$ cat config.mk
export PLATFORM = sky130hd
export DESIGN_NAME = pc_fetch_ctrl
export DESIGN_NICKNAME = d
export VERILOG_FILES = /design/src/rtl/pc_fetch_ctrl.sv
export SDC_FILE = /design/constraint.sdc
export NUM_CORES = 1
export LEC_CHECK = 0
export ABC_AREA = 0
export ABC_CLOCK_PERIOD_IN_PS = 3700
export BUFFER_PORTS_ARGS = -buffer_cell sky130_fd_sc_hd__buf_2
export CAP_MARGIN = 15
export CELL_PAD_IN_SITES_DETAIL_PLACEMENT = 0
export CELL_PAD_IN_SITES_GLOBAL_PLACEMENT = 1
export CORE_AREA = 2 2 165 167
export DETAILED_ROUTE_END_ITERATION = 8
export DIE_AREA = 0 0 167 169
export GPL_TIMING_DRIVEN = 0
export PLACE_DENSITY = 0.79
export SLEW_MARGIN = 10
export SYNTH_ARGS = -nofsm -noshare
export SYNTH_HDL_FRONTEND = slang
export SYNTH_SLANG_ARGS = --single-unit
$ cat constraint.sdc
create_clock -name i_clk -period 3.7 [get_ports i_clk]
set_input_delay 0.185 -clock i_clk [delete_from_list [all_inputs] [get_ports i_clk]]
set_output_delay 0.185 -clock i_clk [all_outputs]
set_load 0.01 [all_outputs]
$ cat src/rtl/pc_fetch_ctrl.sv
// rtl/pc_fetch_ctrl.sv - program counter register and instruction fetch sequencer
module pc_fetch_ctrl #(
    parameter int                 ADDR_W   = 64,
    parameter int                 INST_W   = 32,
    parameter logic [ADDR_W-1:0]  RESET_PC = '0
) (
    input  logic              i_clk,
    input  logic              i_rst_n,
    output logic [ADDR_W-1:0] o_pc,
    input  logic [ADDR_W-1:0] i_pc_plus4,
    input  logic [ADDR_W-1:0] i_branch_target,
    input  logic              i_branch_taken,
    output logic              o_imem_req,
    output logic [ADDR_W-1:0] o_imem_addr,
    input  logic              i_imem_ack,
    input  logic [INST_W-1:0] i_imem_rdata,
    output logic              o_inst_valid,
    output logic [INST_W-1:0] o_inst,
    output logic [ADDR_W-1:0] o_inst_pc,
    input  logic              i_inst_done,
    input  logic              i_halt,
    output logic              o_halted,
    output logic              o_error,
    output logic [31:0]       o_retire_cnt
);

    typedef enum logic [2:0] {
        S_BOOT  = 3'd0,
        S_FETCH = 3'd1,
        S_EXEC  = 3'd2,
        S_HALT  = 3'd3,
        S_ERROR = 3'd4
    } state_t;

    state_t            state;
    logic [ADDR_W-1:0] pc;
    logic [ADDR_W-1:0] next_pc;
    logic              next_misaligned;
    logic              cnt_at_max;

    // Successor PC comes from the external adders; only the select lives here.
    always_comb begin
        next_pc         = i_branch_taken ? i_branch_target : i_pc_plus4;
        next_misaligned = |next_pc[1:0];
        cnt_at_max      = &o_retire_cnt;
    end

    // Fetch address is the PC itself; it only moves on retirement, so it is
    // naturally stable for the whole request.
    assign o_pc        = pc;
    assign o_imem_addr = pc;

    // Fetch/execute sequencer with all outputs registered.
    always_ff @(posedge i_clk or negedge i_rst_n) begin
        if (!i_rst_n) begin
            state        <= S_BOOT;
            pc           <= RESET_PC;
            o_imem_req   <= 1'b0;
            o_inst_valid <= 1'b0;
            o_inst       <= '0;
            o_inst_pc    <= '0;
            o_halted     <= 1'b0;
            o_error      <= 1'b0;
            o_retire_cnt <= '0;
        end else begin
            case (state)
                S_BOOT: begin
                    state      <= S_FETCH;
                    o_imem_req <= 1'b1;
                end
                S_FETCH: begin
                    if (i_imem_ack) begin
                        o_inst       <= i_imem_rdata;
                        o_inst_pc    <= pc;
                        o_imem_req   <= 1'b0;
                        o_inst_valid <= 1'b1;
                        state        <= S_EXEC;
                    end
                end
                S_EXEC: begin
                    if (i_inst_done) begin
                        o_inst_valid <= 1'b0;
                        if (next_misaligned) begin
                            // Misalignment beats halt: PC and count stay put.
                            o_error <= 1'b1;
                            state   <= S_ERROR;
                        end else begin
                            pc <= next_pc;
                            if (!cnt_at_max) begin
                                o_retire_cnt <= o_retire_cnt + 32'd1;
                            end
                            if (i_halt) begin
                                o_halted <= 1'b1;
                                state    <= S_HALT;
                            end else begin
                                o_imem_req <= 1'b1;
                                state      <= S_FETCH;
                            end
                        end
                    end
                end
                default: begin
                    // HALT and ERROR are terminal until reset.
                    o_imem_req   <= 1'b0;
                    o_inst_valid <= 1'b0;
                end
            endcase
        end
    end

endmodule

==> impl_metrics.csv <==
group,metric,value,unit
outcome,status,"completed",
timing,final-setup-viol-count,0,
clock_network,cts_resized,0,
synthesis,synth_sequential_area_ratio,56.6,%
pwr,power_frac_clock,45.4,%
timing,finalHoldViolations,0,
timing,worst_pin_slew,0.891,ns
worst_setup_path,timing.critical_path.slowest_stage_cell,"sky130_fd_sc_hd__clkbuf_1",
synthesis,yosys_top_cell_by_area,"sky130_fd_sc_hd__dfrtp_1",
place,gp_congestion,0.797,
worst_setup_path,critical_path_class,"flop to flop",
worst_setup_path,cp-start-kind,"flop",
clock_network,cts_tree,"built",
worst_hold_path,hp-class,"primary input to flop",
worst_setup_path,critical_path.max_stage_delay,0.54,ns
drt,dr.pass1.iters,6,
grt,grt_pass1_vias,7139,
finish,insertedDiodeCount,0,
clock_network,cts.clk_slew.worst_paths,0.07,ns
clock_network,clkLatencyLatePin,0.43,ns
timing,post_route_setup_tns,0,ns
floorplan,floorplan.die_area,28200,µm²
synthesis,synth_largest_type_area_fraction,56.6,%
worst_setup_path,cp_common_cell,"sky130_fd_sc_hd__clkbuf_1",
pwr,p_leak,7.11,nW
worst_setup_path,worstPathRequired,4.01,ns
synthesis,synth_area_leaders,"sky130_fd_sc_hd__dfrtp_1 57%, sky130_fd_sc_hd__mux2_2 12%, sky130_fd_sc_hd__mux2i_1 7.1%",
synthesis,yosysMostFrequentCell,"sky130_fd_sc_hd__dfrtp_1",
grt,global_route.overflow_total,0,
worst_setup_path,timing.reg2reg.worst_path_depth,5,
timing,relSlewSlack,40.6,%
clock_network,cts_num_sinks,199,
pwr,vdd_ir_drop_max,0.000265,V
finish,layout.nets,1364,
synthesis,ys_types,42,
synthesis,netlist_area,8800,µm²
synthesis,yosysWarningCount,0,
worst_setup_path,arrival,3.01,ns
timing,holdWs,0.0216,ns
finish,drive_above_1_share,52.2,%
timing,max_freq,370,MHz
synthesis,post_synth_most_frequent_cells,"199 x sky130_fd_sc_hd__dfrtp_1, 97 x sky130_fd_sc_hd__mux2_2, 73 x sky130_fd_sc_hd__nand2_1",
timing,setup_slack,0.998,ns
timing,rsz0062_at_grt,"false",
pwr,design_power_total,4.42,mW
worst_setup_path,crit_chain,"nor4bb_1 > clkbuf_1 > clkbuf_1 > buf_2 > mux2_2",
timing,finalClockSkew,0.0138,ns
place,placement.cell_area,11400,µm²
floorplan,die-height,169,µm
clock_network,cts.root.buffer_cell,"sky130_fd_sc_hd__clkbuf_16",
finish,register_area,4980,µm²
worst_hold_path,whs_path_depth,2,
drt,dr_vias,7148,
floorplan,ios,426,
pwr,cell_pwr_density,358,nW/µm²
floorplan,core_area,26500,µm²
pwr,switching_power,1.06,mW
pwr,power_switching_share,24.0,%
clock_network,cts-root-to-sink-buffers,2,
place,io_buffer_count,424,
flow_run,max_cap_violations,0,
clock_network,cts-buffers-inserted,17,
pwr,portion_of_total_power_attributed_to_combinational_logic,5.4,%
synthesis,syn-num-nets,888,
grt,grt_first_pass_wirelength,40.8,mm
synthesis,count_of_flip_flops_with_a_built_in_enable_after_synthesis,0,
synthesis,syn_inst,721,
worst_setup_path,critical_path.endpoint_type,"flop",
drt,drt-vias-per-instance,4.61,
pwr,pwr-share-seq,49.2,%
floorplan,die_w,167,µm
finish,area.growth.synth_to_final,40.4,%
floorplan,start_util,33.2,%
timing,period_needed,2.70,ns
synthesis,syn_area_per_cell,12.2,µm²
place,hpwlAfterDp,20.1,mm
grt,grt_antenna_before_repair,1,
clock_network,h_tree_depth_reported_by_cts,4,
grt,total_routing_usage_reported_by_global_routing,18.5,%
place,worst_slack_at_placement,0.929,ns
pwr,intPower,3.36,mW
finish,finalInstanceArea,12300,µm²
synthesis,postSynthRegisterBits,199,
drt,wl_per_cell,17.2,µm
drt,drc,0,
floorplan,core.rowCount,60,
drt,drt_iter0_drc,261,
timing,final-max-slew-violation-count,0,
synthesis,async_reset_ff_share,100,%
worst_setup_path,max_fo_critical_path,10,
drt,drt.antenna.violating_nets,0,
grt,grt_start_max_net_pins,106,
finish,filler_cell_count,2516,
synthesis,synth-main-ff-cell,"sky130_fd_sc_hd__dfrtp_1",
timing,final_min_period_over_clock_period,73.0,%
drt,totalWireLength,26.7,mm
finish,multiInputGateArea,3170,µm²
timing repair:
action,CTS,global route
hold endpoints to repair,125,0
hold buffers,32,0
setup buffers,0,0
registers in the layout, indices dropped and copies added (netlist names):
register      cells
o_imem_req        1
state             3
o_error           1
o_inst           32
o_inst_valid      1
o_halted          1
o_inst_pc        64
o_retire_cnt     32
o_imem_addr      64
cell families (layout without fill, tap and decap cells):
kind of cell / count (synthesis) / in the layout / synth area share, %
flops: 199 / 199 / 56.6
mux: 159 / 159 / 19.5
simple gates: 145 / 145 / 8.09
buf+inv: 106 / 595 / 7.35
compound gates: 81 / 81 / 5.33
xor+xnor: 30 / 30 / 2.99
fa+ha+maj: 1 / 1 / 0.142
final timing paths:
kind | slack [ns] | startpoint | endpoint
max | 1.0 | state[2] | o_inst_pc[41]
min | 0.02 | i_imem_rdata[14] | o_inst[14]
max reg2reg | 1.0 | state[2] | o_inst_pc[41]
min reg2reg | 0.46 | o_halted | o_halted
max in group asynchronous | 2.35 | i_rst_n | o_inst_pc[40]
min in group asynchronous | 0.34 | i_rst_n | o_inst[17]
metrics by stage:
stage / instances / utilization [%]
6_report: 1551 / 46.6
5_1_grt: 1551 / 46.6
4_1_cts: 1551 / 46.6
3_5_place_dp: 1487 / 43.0
3_3_place_gp: 1486 / 42.8
2_1_floorplan: 721 / -
power by group through the flow:
stage	clock network [mW]	logic, mW	registers, mW
finish	2.01	0.237	2.17
global route	2.15	0.264	2.17
CTS	2.06	0.242	2.17
detailed placement	0	0.216	2.22
global placement	0	0.208	2.22
floorplan	0	0.0589	2.22
placed cells by master, fill, tap and decap left out, drive strengths merged, types with 2 or more instances in the layout:
cell         instances
a21o                 2
bufinv               2
mux2i               62
and2                 2
nor4                 9
clkbuf              44
inv                 14
dlygate4sd3         32
or4                  2
buf                497
or2                  2
nand3               13
nor3                13
nor2                13
a21oi                4
nand4               10
mux2                97
clkinv               6
nor3b                5
xor2                18
nand2               73
dfrtp              199
and3                 2
a31oi                2
xnor2               12
o21ai               65
per-layer routing:
metal	routed length, µm	track usage, %
met2	13700	32.4
met3	1450	3.83
met1	11200	23.5
met4	313	4.24
met5	18	0
cell type report:
cell class	count	share of cell area, %
buffer	98	5.00
clock buffer	18	3.56
clock inverter	14	1.66
inverter	8	0.243
multi-input combinational	416	25.7
sequential	199	40.3
tap	341	3.46
timing repair buffer	457	20.1
worst max-delay path, delay by kind of cell (launching register included):
kind / cells / cell delay [ns]
buf+inv: 3 / 1.48
simple gates: 1 / 0.28
flops: 1 / 0.45
mux: 1 / 0.38
No activity file was read; power rests on OpenSTA's default activity.
